## src/rtl/pid_input_sequencer_if.sv

```systemverilog
// pid_input_sequencer_if: shadow-write, step-trigger and sample-stream bundle
interface pid_input_sequencer_if #(parameter int DW = 64);
  logic          wr_en;
  logic [31:0]   wr_addr;
  logic [DW-1:0] wr_data;
  logic          step_start;
  logic          done_read;
  logic          sta;
  logic [DW-1:0] x;
  logic          x_valid;
  logic          busy;
  logic          step_done;
  logic          overrun;
  logic          addr_err;
  modport master (
    output wr_en, wr_addr, wr_data, step_start,
    input  done_read, sta, x, x_valid, busy, step_done, overrun, addr_err
  );
  modport slave (
    input  wr_en, wr_addr, wr_data, step_start,
    output done_read, sta, x, x_valid, busy, step_done, overrun, addr_err
  );
endinterface

```

## src/rtl/pid_input_sequencer.sv

```systemverilog
// pid_input_sequencer: snapshots per-channel samples and streams them after a fixed lead
module pid_input_sequencer #(
  parameter int N_CH = 8,
  parameter int LEAD = 11,
  parameter int DW   = 64
) (
  input logic                  clk,
  input logic                  rst,
  pid_input_sequencer_if.slave bus
);
  localparam int IW = N_CH > 1 ? $clog2(N_CH) : 1;
  localparam int CW = LEAD > 1 ? $clog2(LEAD) : 1;
  typedef enum logic [1:0] {S_IDLE, S_LEAD, S_STREAM} state_t;
  state_t        state, nxt;
  logic [CW-1:0] cnt, cnt_n;
  logic [IW-1:0] idx, idx_n;
  logic [DW-1:0] shadow [N_CH];
  logic [DW-1:0] snap   [N_CH];
  logic [DW-1:0] x;
  logic          done_read, overrun, addr_err, accept, wr_ok, last;
  assign accept = state == S_IDLE && bus.step_start;
  assign wr_ok  = bus.wr_en && bus.wr_addr < 32'(N_CH);
  assign last   = idx == IW'(N_CH - 1);
  always_comb begin
    nxt   = state;
    cnt_n = cnt;
    idx_n = idx;
    case (state)
      S_IDLE:   if (bus.step_start) begin nxt = S_LEAD; cnt_n = CW'(LEAD - 1); end
      S_LEAD:   if (cnt == '0) begin nxt = S_STREAM; idx_n = '0; end else cnt_n = cnt - 1'b1;
      S_STREAM: if (last) nxt = S_IDLE; else idx_n = idx + 1'b1;
      default:  nxt = S_IDLE;
    endcase
  end
  always_ff @(posedge clk) begin
    if (!rst) begin
      state <= S_IDLE;
      cnt   <= '0;
      idx   <= '0;
    end else begin
      state <= nxt;
      cnt   <= cnt_n;
      idx   <= idx_n;
    end
  end
  // x is loaded one cycle ahead so it lines up with the registered STREAM state
  always_ff @(posedge clk) begin
    if (!rst) begin
      for (int i = 0; i < N_CH; i++) begin
        shadow[i] <= '0;
        snap[i]   <= '0;
      end
      x         <= '0;
      done_read <= 1'b0;
      overrun   <= 1'b0;
      addr_err  <= 1'b0;
    end else begin
      if (wr_ok) shadow[bus.wr_addr[IW-1:0]] <= bus.wr_data;
      if (accept) snap <= shadow;
      if (nxt == S_STREAM) x <= snap[idx_n];
      done_read <= accept;
      overrun   <= overrun | (bus.step_start && state != S_IDLE);
      addr_err  <= addr_err | (bus.wr_en && !wr_ok);
    end
  end
  assign bus.done_read = done_read;
  assign bus.x         = x;
  assign bus.x_valid   = state == S_STREAM;
  assign bus.busy      = state != S_IDLE;
  assign bus.sta       = state == S_STREAM && idx == '0;
  assign bus.step_done = state == S_STREAM && last;
  assign bus.overrun   = overrun;
  assign bus.addr_err  = addr_err;
endmodule

```

## src/flat_wrapper.sv

```systemverilog
// flat-port wrapper written by rule: the top's interface ports become plain ports
module pid_input_sequencer_flat 
#(
  parameter int N_CH = 8,
  parameter int LEAD = 11,
  parameter int DW   = 64
)
  (clk, rst, bus_wr_en, bus_wr_addr, bus_wr_data, bus_step_start, bus_done_read, bus_sta, bus_x, bus_x_valid, bus_busy, bus_step_done, bus_overrun, bus_addr_err);
  pid_input_sequencer_if #(.DW(DW)) bus_i ();
  input logic clk;
  input logic rst;
  input wire logic [$bits(bus_i.wr_en)-1:0] bus_wr_en;
  input wire logic [$bits(bus_i.wr_addr)-1:0] bus_wr_addr;
  input wire logic [$bits(bus_i.wr_data)-1:0] bus_wr_data;
  input wire logic [$bits(bus_i.step_start)-1:0] bus_step_start;
  output wire logic [$bits(bus_i.done_read)-1:0] bus_done_read;
  output wire logic [$bits(bus_i.sta)-1:0] bus_sta;
  output wire logic [$bits(bus_i.x)-1:0] bus_x;
  output wire logic [$bits(bus_i.x_valid)-1:0] bus_x_valid;
  output wire logic [$bits(bus_i.busy)-1:0] bus_busy;
  output wire logic [$bits(bus_i.step_done)-1:0] bus_step_done;
  output wire logic [$bits(bus_i.overrun)-1:0] bus_overrun;
  output wire logic [$bits(bus_i.addr_err)-1:0] bus_addr_err;
  assign bus_i.wr_en = bus_wr_en;
  assign bus_i.wr_addr = bus_wr_addr;
  assign bus_i.wr_data = bus_wr_data;
  assign bus_i.step_start = bus_step_start;
  assign bus_done_read = bus_i.done_read;
  assign bus_sta = bus_i.sta;
  assign bus_x = bus_i.x;
  assign bus_x_valid = bus_i.x_valid;
  assign bus_busy = bus_i.busy;
  assign bus_step_done = bus_i.step_done;
  assign bus_overrun = bus_i.overrun;
  assign bus_addr_err = bus_i.addr_err;
  pid_input_sequencer #(.N_CH(N_CH), .LEAD(LEAD), .DW(DW)) u_core (.clk(clk), .rst(rst), .bus(bus_i));
endmodule
```

## config.mk

```make
export PLATFORM = sky130hd
export DESIGN_NAME = pid_input_sequencer_flat
export DESIGN_NICKNAME = d
export VERILOG_FILES = /design/src/rtl/pid_input_sequencer_if.sv /design/src/rtl/pid_input_sequencer.sv /design/src/flat_wrapper.sv
export SDC_FILE = /design/constraint.sdc
export NUM_CORES = 2
export LEC_CHECK = 0
export CORE_MARGIN = 3
export CORE_UTILIZATION = 52
export DETAILED_ROUTE_END_ITERATION = 6
export PLACE_DENSITY = 0.72
export SLEW_MARGIN = 20
export SYNTH_ARGS = -nofsm -noshare
export SYNTH_HDL_FRONTEND = slang
export SYNTH_SLANG_ARGS = --single-unit
```

## constraint.sdc

```tcl
create_clock -name clk -period 2.5 [get_ports clk]
set_input_delay 0.375 -clock clk [delete_from_list [all_inputs] [get_ports clk]]
set_output_delay 0.375 -clock clk [all_outputs]
set_load 0.02 [all_outputs]
```

Word level (Yosys, flattened, before mapping)
Cells that the tools add are included.

word-level totals
  bits in registers = 1,100
  input bits = 100
  output and inout port bits = 71
  word-level logic and storage cells = 69

cells by class
  add/sub/neg operators = 2
  $lt $le $gt $ge = 4
  equality and inequality tests = 6
  muxes and demuxes = 16
  bitwise gates (word level) = 4
  reduce and logical (&&, ||, !) cells = 14

operator list
  cell                                                          number
  bitwise mux 512 bit                                           1
  binary-select mux 64 bit (select 3 bit)                       1
  demux 64 bit (select 3 bit)                                   1
  2-to-1 mux 64 bit                                             3
  less-than comparator 32 x 4 -> 1 bit (second input constant)  1
  greater-or-equal comparator 4 bit (second input constant)     2
  2-to-1 mux 4 bit                                              2
  NOT 3 -> 4 bit                                                2
  case mux 4 bit (2 select lines)                               1
  logical AND 1 bit                                             7
  2-to-1 mux 2 bit                                              3
  2-to-1 mux 3 bit                                              2
  case mux 2 bit (3 select lines)                               1
  case mux 3 bit (2 select lines)                               1
  == test 2 bit (second input constant)                         2
  zero test 4 bit                                               1
  less-than comparator 4 x 1 -> 1 bit (second input constant)   1
  inequality test 2 bit (second input constant)                 2
  nonzero test 2 bit                                            2
  subtractor 4 x 1 -> 4 bit (second input constant)             1
  adder 3 x 1 -> 3 bit (second input constant)                  1
  == test 3 bit (second input constant)                         1
  zero test 3 bit                                               1
  AND reduction 3 bit                                           1
  4 further kinds                                               5

Longest topological paths before layout
  depth in word-level cells = 7
  gate-level depth with buffers = 11
  depth with buffers taken out = 8

Worst setup path before layout
Ideal clock, no wire load.

  path kind = register to register
  start = reg u_core.state[0]
  end = reg u_core.x[17], in the netlist u_core.bus.x[17]
  library setup time = 0.117 ns
  arrival time = 2.202 ns
  data required time = 2.383 ns
  path slack = 0.180 ns
  stages on the path, launching flop included = 12
  buffers on the path = 3
  clock period less this slack = 2.320 ns
  path through = dfxtp_1 -> inv_1 -> ha_1 -> buf_2 -> nand2_1 -> o311a_4 -> buf_6 -> buf_6 -> and3_4 -> a211oi_2 -> a311oi_1 -> a32o_1

on the way
  word-level cells in the longest chain between the ends = 6
  elaborated cells between the ends (all ways) = 13
  classes of those cells = eq/ne (3); mux (8); bitwise (1); reduce/logical (1)

ends and longest elaborated chain
  what                                                            line                       source
  from (decl)                                                     pid_input_sequencer.sv:14  state_t state, nxt;
  from (signal assigned)                                          pid_input_sequencer.sv:41  state <= nxt;
  == test 2 bit / == test 2 x 1 -> 1 bit (equally long branches)  pid_input_sequencer.sv:28  case (state)
  case mux 3 bit (2 select lines)                                 pid_input_sequencer.sv:28
  NOT 3 -> 4 bit (not written as such)                            pid_input_sequencer.sv:60  if (nxt == S_STREAM) x <= snap[idx_n];
  binary-select mux 64 bit (select 3 bit)                         pid_input_sequencer.sv:60
  2-to-1 mux 64 bit (not written as such) (2 in series)           pid_input_sequencer.sv:60
  to (signal assigned)                                            pid_input_sequencer.sv:60
  to (decl)                                                       pid_input_sequencer.sv:19  logic [DW-1:0] x;

Several ways; a longest one is shown, not always the timed one. The select of a mux whose other input is x is not followed.
A chain may end at the register's enable or synchronous reset.

Worst setup path in the final report
  start = reg u_core.state[0]
  end = reg u_core.x[24], in the netlist u_core.bus.x[24]

Same word-level chain as after synthesis.

==> flow_summary.yaml <==
worst_setup_path:
  number_of_buffer_and_inverter_instances_along_the_worst_setup_path: 5
  crit_path_max_fanout: 8
  worst_r2r_startpoint: "u_core.state[0]"
  arrival_worst_endpoint_ns: 3.21
  critical_path.top_delay_family: "compound AO/OA/AOI/OAI gates"
  required_time_worst_endpoint_ns: 3.11
  worst_r2r_endpoint: "u_core.bus.x[24]"
  worst-r2r-cell-count: 12
  crit_path_frequent_cell: "buf_12"
  endpoint: "u_core.bus.x[24]"
  slowest_stage: "a311oi_1"
  crit_path_cell_trace: "inv_4 > ha_4 > buf_6 > nand2b_4 > o311a_4 > and2_4 > buf_12 > buf_16 > buf_12 > nand2_1 > a311oi_1 > a32o_1"
  setup.worst_path.start: "u_core.state[0]"
  crit_type: "flip-flop to flip-flop"
  critPathLaunchType: "flip-flop"
  timing.critical_path.to_type: "flip-flop"
  r2r_slack_ns: -0.10
  critPathMaxStageDelay_ns: 0.39
  worst-path-stages: 12
yosys:
  netlist.area_leader.share_pct: 48.2
  synth_nets: 5611
  synthCells: 5503
  syn_area_per_cell_um2: 8.31
  ys_warn_count: 0
  yosys_register_bits: 1100
  area_of_the_mapped_netlist_um2: 45700
  yosysTopAreaCell: "dfxtp_1"
  async_flop_share_pct: 0
  yosys.area_share.adder_pct: 0.219
  synth_common_cells: "nand2_1 (2313), dfxtp_1 (1100), a21boi_0 (600), a21boi_1 (425), clkbuf_1 (279)"
  synth_compound_gate_area_share_pct: 22.7
  synthDistinctLibCells: 58
  post_synthesis_share_of_cell_area_spent_on_and_or_nand_and_nor_gates_pct: 23.1
  netlist_top_cells_area: "dfxtp_1 (48%), nand2_1 (19%), a21boi_0 (9.9%)"
  number_of_enable_type_register_cells_in_the_synthesized_netlist: 0
  synth_xor_xnor_area_share_pct: 0.0192
  synth_seq_area_share_pct: 48.2
  synth_top_family_by_area: "simple AND/OR/NAND/NOR gates"
  synth.most_common_cell: "nand2_1"
  synth_flop_cell: "dfxtp_1"
  muxShareOfSynthArea_pct: 0
global_routing:
  antenna_found_initial: 7
  first_global_vias: 36200
  grt_util_all_layers_pct: 28.0
  grt_max_degree: 213
  grt_pass1_wl_mm: 204
  globalRouteOverflowTotal: 0
layout:
  stdcell_count: 6818
  area.growth.synth_to_final_pct: 21.4
  drive_gt1_share_pct: 13.3
  nets: 5670
sta:
  timing.final.crit_share_pct: 104
  final_max_tran_viols: 0
  slew_headroom_pct: 41.6
  fin_setup_tns_ns: -1.47
  setup_ws_ns: -0.100
  final_hold_violation_count: 0
  finalWorstPathRequiredPeriod_ns: 2.60
  finalSetupViolCount: 46
  tightest_slew_ns: 0.875
  fmax_mhz: 385
  rsz0062_at_grt: "true"
  fin_worst_skew_ns: 0.0293
clock_tree:
  clkSinkCount: 1100
  cts.hold.buffers_added: 0
  cts_made_buffers: 113
  cts_root_buf: "clkbuf_16"
  h-tree-depth: 3
  clk_latency_ns: 0.67
  cts_tree: "done"
  cts.clk_slew.worst_paths_ns: 0.06
  cts-root-to-sink-buffers: 3
die:
  floorplan.die_area_um2: 91500
  core-area_um2: 87000
  starting_density_of_the_core_pct: 52.5
  ioPinCount: 171
  die_width_um: 302
  die_ht_um: 302
  core.rowCount: 108
placed_design:
  place.port_buffers: 170
  placed_cells: 6541
  dp_hpwl_mm: 75.7
  routabilityCongestion: 0.806
job:
  max_cap_viol_count: 0
drt:
  dr.pass1.iters: 6
  antenna_left: 0
  route.vias.total: 38500
  routed_wire_length_per_instance_um: 20.2
  post-route-drc-count: 0
  vias_per_cell: 5.65
  detailedRoute.firstIterationViolations: 3812
  drt_wl_total_mm: 138
pwr:
  vdd.ir_drop.worst_mv: 0.584
  power_density_nw_per_um2: 694
  total_leakage_power_nw: 18.2
outcome:
  violated_checks: "negative setup slack"
  run_status: "finished, violations left"
hold_path:
  hp-class: "primary input to flip-flop"
[sequential cells by signal (all words and copies together) (netlist names)]
register              flops
u_core.shadow           512
u_core.snap             512
u_core.bus.x             64
u_core.cnt                4
u_core.idx                3
u_core.state              2
u_core.bus.addr_err       1
u_core.bus.done_read      1
u_core.bus.overrun        1
[layer usage]
| metal | routed length (µm) | GRT usage (%) | vias up |
|---|---|---|---|
| met2 | 63600 | 45.9 | 1292 |
| li1 | - | - | 18300 |
| met5 | 49 | 0 | - |
| met1 | 58600 | 37.4 | 18600 |
| met4 | 4800 | 9.45 | 8 |
| met3 | 10500 | 4.99 | 298 |
[cells by family after synthesis]
logic type / after synthesis
and+or+nand+nor: 2567
AOI/OAI and AO/OA: 1308
DFF: 1100
buffers and inverters: 519
adders and majority gates: 8
xor gates and xnor gates: 1
[metrics by stage]
stage | cell area [µm²] | worst slack, ns | hold WS (ns) | total power, mW | util, %
after floorplan | 45700 | 0.180 | 0.435 | 19.6 | -
after global placement | 49300 | -0.305 | 0.440 | 20.7 | 56.7
after CTS | 54200 | -0.0471 | 0.0131 | 38.4 | 62.3
final | 55500 | -0.100 | 0.0482 | 38.5 | 63.8
after detailed placement | 49300 | -0.366 | 0.445 | 20.7 | 56.7
after global routing | 55500 | -0.137 | 0.0300 | 39.5 | 63.8
[worst min-delay path by stage]
stage                                  start                 end  slack [ns]  cells after the start
after floorplan           u_core.shadow[100]  u_core.shadow[100]        0.44                      2
after global routing                     rst  u_core.bus.overrun        0.03                      2
final                                    rst  u_core.bus.overrun        0.05                      2
after detailed placement  u_core.shadow[504]  u_core.shadow[504]        0.44                      2
after global placement    u_core.shadow[374]  u_core.shadow[374]        0.44                      2
after CTS                                rst  u_core.bus.overrun        0.01                      2
[power breakdown]
| part | internal (mW) | switching, mW | total (mW) |
|---|---|---|---|
| combinational | 1.05 | 2.05 | 3.10 |
| sequential | 17.6 | 0.0223 | 17.6 |
| clock | 10.8 | 7.06 | 17.8 |
[layout make-up]
class	instances	area [µm²]
tap	1155	1450
fill	7212	31500
multi-input combinational	3885	22200
clock buffer	163	3330
timing repair buffer	453	5850
antenna	6	15.0
sequential	1100	22000
inverter	9	38.8
clock inverter	47	644
[repair_timing]
action	in CTS	in global routing
pin swaps	17	39
gates resized for setup	118	120
buffers inserted	15	24
setup endpoints to repair	65	66
gates cloned	6	21
[cells in the final DEF (no fill, tap or decap), types with 4 or more instances in the layout]
cell             count
a311oi_2            44
inv_2                5
a211oi_4            34
and2_4               7
clkbuf_8            27
buf_6               18
clkdlybuf4s50_1    166
dfxtp_2              4
a21boi_0           600
a21boi_1           425
nand2_4              6
and2_1               4
dfxtp_1           1096
a211oi_2            81
diode_2              6
buf_8                9
ha_4                 5
a311oi_1            17
buf_16              10
a211oi_1            14
clkbuf_1            21
buf_4              123
nand2_1           2303
clkbuf_16          133
buf_12             104
and3_1              74
nand2_2              4
bufinv_16           15
a32o_1              64
nor2_1               4
and3_4              56
nand4_1              6
a21oi_1              6
nor4_1               6
nand3_1             67
clkinv_2            24
No activity file was read; power rests on OpenSTA's default activity.
